==> src/rtl/sync_fifo_128.sv <==
// Single-clock FIFO with registered read data, occupancy count, threshold flags,
// sticky overflow/underflow errors and a synchronous flush.
module sync_fifo_128 #(
    parameter int DATA_W    = 128,
    parameter int ADDR_W    = 4,
    parameter int AFULL_TH  = 14,
    parameter int AEMPTY_TH = 2
) (
    input  logic              clk,
    input  logic              rst,
    input  logic              clr,
    input  logic              wen,
    input  logic [DATA_W-1:0] wdata,
    input  logic              ren,
    output logic [DATA_W-1:0] rdata,
    output logic              rvalid,
    output logic              empty,
    output logic              full,
    output logic              afull,
    output logic              aempty,
    output logic [ADDR_W:0]   count,
    output logic              overflow,
    output logic              underflow
);

    localparam int DEPTH = 1 << ADDR_W;
    localparam logic [ADDR_W:0] DEPTH_C  = (ADDR_W+1)'(DEPTH);
    localparam logic [ADDR_W:0] AFULL_C  = (ADDR_W+1)'(AFULL_TH);
    localparam logic [ADDR_W:0] AEMPTY_C = (ADDR_W+1)'(AEMPTY_TH);
    localparam logic [ADDR_W:0] ONE_C    = (ADDR_W+1)'(1);

    logic [DATA_W-1:0] mem [DEPTH];
    logic [ADDR_W:0]   wptr;
    logic [ADDR_W:0]   rptr;
    logic [ADDR_W:0]   count_nxt;
    logic              wr_acc;
    logic              rd_acc;

    // Handshake: a write is taken when wen && !full, a read when ren && !empty,
    // both judged on this cycle's registered flags; clr overrides both requests.
    // Accepted reads return rdata with rvalid high exactly one cycle later.
    always_comb begin
        wr_acc    = wen && !full && !clr;
        rd_acc    = ren && !empty && !clr;
        count_nxt = count;
        if (clr) begin
            count_nxt = '0;
        end else if (wr_acc && !rd_acc) begin
            count_nxt = count + ONE_C;
        end else if (rd_acc && !wr_acc) begin
            count_nxt = count - ONE_C;
        end
    end

    // Storage is deliberately left out of reset.
    always_ff @(posedge clk) begin
        if (wr_acc) begin
            mem[wptr[ADDR_W-1:0]] <= wdata;
        end
    end

    always_ff @(posedge clk or posedge rst) begin
        if (rst) begin
            wptr      <= '0;
            rptr      <= '0;
            count     <= '0;
            rdata     <= '0;
            rvalid    <= 1'b0;
            empty     <= 1'b1;
            full      <= 1'b0;
            afull     <= 1'b0;
            aempty    <= 1'b1;
            overflow  <= 1'b0;
            underflow <= 1'b0;
        end else begin
            count  <= count_nxt;
            empty  <= (count_nxt == '0);
            full   <= (count_nxt == DEPTH_C);
            afull  <= (count_nxt >= AFULL_C);
            aempty <= (count_nxt <= AEMPTY_C);
            rvalid <= rd_acc;
            if (clr) begin
                wptr      <= '0;
                rptr      <= '0;
                overflow  <= 1'b0;
                underflow <= 1'b0;
            end else begin
                if (wr_acc) begin
                    wptr <= wptr + ONE_C;
                end
                if (rd_acc) begin
                    rptr  <= rptr + ONE_C;
                    rdata <= mem[rptr[ADDR_W-1:0]];
                end
                if (wen && full) begin
                    overflow <= 1'b1;
                end
                if (ren && empty) begin
                    underflow <= 1'b1;
                end
            end
        end
    end

endmodule

==> config.mk <==
export PLATFORM = sky130hd
export DESIGN_NAME = sync_fifo_128
export DESIGN_NICKNAME = d
export VERILOG_FILES = /design/src/rtl/sync_fifo_128.sv
export SDC_FILE = /design/constraint.sdc
export NUM_CORES = 2
export LEC_CHECK = 0
export CAP_MARGIN = 30
export CORE_AREA = 2 2 441 356
export CTS_CLUSTER_SIZE = 25
export DETAILED_ROUTE_END_ITERATION = 10
export DIE_AREA = 0 0 443 358
export GPL_TIMING_DRIVEN = 0
export PLACE_DENSITY = 0.75
export SYNTH_ARGS = -nofsm -noshare
export SYNTH_HDL_FRONTEND = slang
export SYNTH_SLANG_ARGS = --single-unit
==> constraint.sdc <==
create_clock -name clk -period 9.61 [get_ports clk]
set_clock_uncertainty 0.2 [all_clocks]
set_input_delay 1.922 -clock clk [delete_from_list [all_inputs] [get_ports clk]]
set_output_delay 1.922 -clock clk [all_outputs]
set_load 0.01 [all_outputs]
After elaboration in Yosys (flattened, before gate mapping)
Memory sizes are Yosys's and may differ from the RTL's. A register that Yosys moved wholly into a read port is not among the register bits.
Cells that the tools add are included.
{ "word_totals": {"register_bits": 22, "latch_bits": 0, "ram_bits": 2048, "rom_bits": 0, "mem_count": 1} }
{ "memory_table": {"columns": ["name", "words", "word_bits", "read_ports", "rd_clocked_by_memory_dff", "wr", "line_no", "text"], "rows": [
  ["mem", 16, 128, 1, 1, 1, "32", "logic [DATA_W-1:0] mem [DEPTH];"]
]} }
{ "op_classes": {"add_sub_neg": 4, "n_mul": 0, "div": 0, "magnitude_cmp": 2, "n_eq_ne": 1, "n_shift": 0, "muxes": 13, "n_bitwise": 1, "n_reduce_logical": 19} }
{ "op_table": {"columns": ["operator", "n"], "rows": [
  ["two-way mux 5 bit", 7],
  ["adder 5 x 1 -> 5 bit, second input constant", 3],
  ["logical AND 1 bit", 8],
  ["nonzero test 2 bit", 4],
  ["two-way mux 1 bit", 6],
  ["== test 5 bit, second input constant", 1],
  ["greater-or-equal comparator 5 x 4 -> 1 bit, second input constant", 1],
  ["less-or-equal comparator 5 x 2 -> 1 bit, second input constant", 1],
  ["logical NOT 1 bit", 5],
  ["logical NOT 5 bit", 1],
  ["subtractor 5 x 1 -> 5 bit, second input constant", 1],
  ["AND reduction 2 bit", 1],
  ["NOT 1 bit", 1]
]} }

Longest topological paths before layout
{ "logic_depth": {"ltp_word": 9, "ltp_mapped": 10, "mapped_depth_nobuf": 7} }

Worst setup path after synthesis
No wires, ideal clock.
{ "synth_timing": {"path_type": "input to register", "start": "in clr", "end": "mem mem[8][0] (enable)", "setup_time_ps": 772, "arrival_time_ps": 10952, "required_time_ps": 8638, "setup_slack_ps": -2313, "stages": 4, "path_cell_list": "buf_2 inv_1 nand3_1 nor3_1"} }
{ "synth_between": {"elab_chain_cells": 4} }
{ "synth_rtl": {"columns": ["item", "line_no", "text"], "rows": [
  ["from (decl)", "11", "input logic clr,"],
  ["logical NOT 1 bit", "43", "wr_acc = wen && !full && !clr;"],
  ["logical AND 1 bit", "43", null],
  ["two-way mux 1 bit", "57", "if (wr_acc) begin"],
  ["two-way mux 1 bit (implied by the code)", "58", "mem[wptr[ADDR_W-1:0]] <= wdata;"],
  ["to (decl)", "32", null]
]} }
Every way passes these cells.

Worst setup path after layout
{ "layout_timing": {"start": "in ren", "end": "reg rdata[2] (read register of mem)"} }
{ "layout_between": {"elab_chain_cells": 3} }
{ "layout_rtl": {"columns": ["item", "line_no", "text"], "rows": [
  ["from (decl)", "14", "input logic ren,"],
  ["logical AND 1 bit (2 in series)", "44", "rd_acc = ren && !empty && !clr;"],
  ["AND reduction 2 bit (no source line)", null, null],
  ["to (decl)", "15", "output logic [DATA_W-1:0] rdata,"]
]} }
Every way passes these cells.
A chain may end at the register's enable or synchronous reset.

==> impl_metrics.tcl <==
set metrics [dict create \
    dp_hpwl_mm 135 \
    maxSlewHeadroom_pct 28.4 \
    critPathLaunchType "input port" \
    rr_worst_depth 8 \
    critPathSlowestCell "nand2_1" \
    overflow 0 \
    cp_slowest_stage_delay_ns 0.65 \
    syn2layout_area_growth_pct 16.9 \
    grt_max_degree 82 \
    grt_pass1_vias 44861 \
    r2r-start "rptr[1]" \
    crit_family "simple AND/OR/NAND/NOR gates" \
    critPathRequiredTime_ns 10.16 \
    drive_above_1_share_pct 22.8 \
    worst-endpoint-arrival_ns 5.79 \
    grt.busiest_layer "met2" \
    yosys_most_used_dff "edfxtp_1" \
    crit_buf_inv 4 \
    synth_edf_count 2048 \
    cp_max_fo 10 \
    async_reset_ff_share_pct 6.74 \
    crit_chain "clkdlybuf4s50_1 > nor2b_1 > nand2_1 > inv_1 > nand2_1 > buf_2 > buf_2 > nor3_1 > a21o_1 > a22o_1" \
    top_level_ports 273 \
    cts_buffers 205 \
    die-area_um2 159000 \
    grt_antenna_before_repair 23 \
    ys_warn_count 0 \
    setup_viol 0 \
    timing.fmax_mhz 191 \
    tns_ns 0 \
    cts.root.buffer_cell "clkbuf_16" \
    rsz0062_at_grt "no" \
    synth_top_area_cell "edfxtp_1" \
    route.detailed.drc 0 \
    grt_usage_pct 27.6 \
    syn_inst 4252 \
    yosys_register_bits 2196 \
    synth_area_per_cell_um2 19.8 \
    clkTransAtPathRegs_ns 0.06 \
    ys_types 44 \
    met3_usage_pct 6.36 \
    hold_violations 0 \
    dr.pass1.iters 6 \
    min_delay_path_depth 2 \
    powerDensity_nw_per_um2 232 \
    finalNetCount 4957 \
    slew_viol_final 0 \
    synth_fp_nets 4392 \
    fin_crit_sh_pct 54.5 \
    status "completed" \
    drt_iter0_markers 6003 \
    worstMarginPinSlew_ns 1.07 \
    hold_start "overflow" \
    grt_use_met1_pct 39.6 \
    synth_top_area_share_pct 73.0 \
    clock_sinks 2196 \
    end_kind "flip-flop" \
    die_w_um 443 \
    coreArea_um2 154000 \
    die_h_um 358 \
    post-route-min-period_ns 5.24 \
    viasPerCell 6.39 \
    clk_latency_ns 0.82 \
    cts_max_level 4 \
    grt_use_met2_pct 42.2 \
    rows 129 \
    leakage_nw 32.1 \
    maxCapViolations 0 \
    detail_route.wl_per_cell_um 31.1 \
    clock_path_buffers 3 \
    portBuffers 271 \
    hold_buffers 0 \
    rr_endpoint "rdata[118]" \
    wl_mm 219 \
    synth_area_leaders "edfxtp_1 (73%), mux4_2 (7.1%), mux2_2 (4.5%)" \
    synthesis.area_um2 84200 \
    whs_ns 0.300 \
    cts_setup_buffers 0 \
    start_util_pct 54.8 \
    peakVddDrop_v 0.000191 \
    path_class "in2reg" \
    cts_resized 0 \
    grt_pass1_wl_mm 314 \
    vias 44972 \
    ys_seq_area_share_pct 77.4 \
    place_congestion 0.802 \
    drt.antenna.violating_nets 0 \
    reg2reg_slack_ns 5.29 \
    hold_path.class "reg2reg" \
    cts_tree "done" \
    hold_end "overflow" \
]
[worst max-delay path by stage]
stage / startpoint / end / slack [ns] / cells after the start
floorplan: wen / mem[4][0] / 1.01 / 4
global placement: wen / mem[4][67] / -6.35 / 5
detailed placement: ren / rdata[2] / 3.67 / 10
CTS: ren / rdata[2] / 4.52 / 10
global route: ren / rdata[8] / 4.34 / 10
finish: ren / rdata[2] / 4.37 / 10
[registers in the layout, indices dropped and copies added, names as in the netlist]
| name | count |
|---|---|
| aempty | 1 |
| afull | 1 |
| count | 5 |
| empty | 1 |
| full | 1 |
| mem | 2048 |
| overflow | 1 |
| rdata | 128 |
| rptr | 4 |
| rvalid | 1 |
| underflow | 1 |
| wptr | 4 |
[synthesized netlist by cell type (3+ instances only)]
cell type  instances
edfxtp_1        2048
mux2_2           338
mux4_2           264
mux2i_1          213
o22ai_1          164
a21oi_1          160
dfrtp_1          146
clkbuf_1         116
nor3_1            95
buf_2             88
nor2b_1           80
a21o_1            76
a22o_1            76
o211ai_1          76
nand2_1           72
nor2_1            53
o21ai_0           40
buf_1             23
buf_4             17
and2_1            14
a221o_1           12
a22oi_1           12
a31oi_1           12
ha_1               7
inv_1              7
nand3_1            6
nand2b_1           5
xnor2_1            5
buf_6              4
xor2_1             3
[power by group]
| group | internal, mW | switching (mW) |
|---|---|---|
| Clock | 4.68 | 3.53 |
| Sequential | 10.8 | 0.305 |
| Combinational | 1.64 | 1.80 |
| Total | 17.2 | 5.64 |
[per-layer routing]
layer | vias up | part of all wire [%]
met1 | 23515 | 40
met4 | 14 | 3.2
met5 | - | 0.041
met2 | 2529 | 46
met3 | 378 | 10
li1 | 18536 | -
[worst register-to-register path, cell delays in order (launching register included)]
cell and delay (ns):
dfrtp_1 0.38, buf_2 0.26, buf_2 0.39, buf_2 0.42, nor2_1 0.86, buf_2 0.58
buf_1 0.66, o211ai_1 0.22, a22o_1 0.24
[area by class of cell]
class	count	area (um2)
tap	2030	2540
sequential	2196	65200
timing repair buffer	358	4710
antenna	15	37.5
multi-input combinational	1799	17900
inverter	8	37.5
clock inverter	121	1220
buffer	249	1140
clock buffer	266	5630
fill	10124	55400
[stage by stage]
step                      std cells  util (%)  area, um2  power (mW)  setup WS [ns]
after floorplan                4252         -      84300        13.1           1.01
after global placement         6553      58.2      89500        14.7          -6.35
after detailed placement       6634      59.5      91500        14.8           3.67
after CTS                      7021      63.9      98300        22.9           4.52
after global routing           7038      64.0      98500        23.5           4.34
final                          7042      64.0      98500        22.8           4.37
[placed cells by master, fill, tap and decap left out, types with 7 or more instances in the layout]
cell type / Yosys / final
clkinv_2: 0 / 44
a21o_1: 76 / 76
a22o_1: 76 / 76
bufinv_16: 0 / 20
clkbuf_16: 0 / 207
diode_2: 0 / 15
edfxtp_1: 2048 / 2048
mux4_2: 264 / 264
o22ai_1: 164 / 164
clkinv_1: 1 / 34
a22oi_1: 12 / 12
dfrtp_1: 146 / 146
clkbuf_8: 0 / 23
mux2i_1: 213 / 213
nor2_1: 53 / 51
and2_4: 0 / 12
o211ai_1: 76 / 76
buf_12: 0 / 18
a221o_1: 12 / 12
clkbuf_1: 116 / 150
buf_2: 88 / 88
clkdlybuf4s50_1: 0 / 271
buf_4: 17 / 19
nand2_1: 72 / 72
o21ai_0: 40 / 40
ha_1: 7 / 7
buf_16: 0 / 50
a31oi_1: 12 / 12
buf_1: 23 / 23
a21oi_1: 160 / 160
buf_8: 0 / 15
nor3_1: 95 / 93
nor2b_1: 80 / 80
clkinvlp_4: 0 / 9
mux2_2: 338 / 338
[cell families (layout without fill, tap and decap cells)]
group	count (synthesis)	in the layout	share of synthesized area, %
xor gates and xnor gates	8	8	0.0832
AOI/OAI and AO/OA	632	632	4.93
and+or+nand+nor	337	337	1.99
adders and majority gates	7	7	0.104
other	0	15	0
muxes	815	815	14.1
buffers and inverters	257	1002	1.39
DFF	2196	2196	77.4
Power figures use the tool's default switching activity.
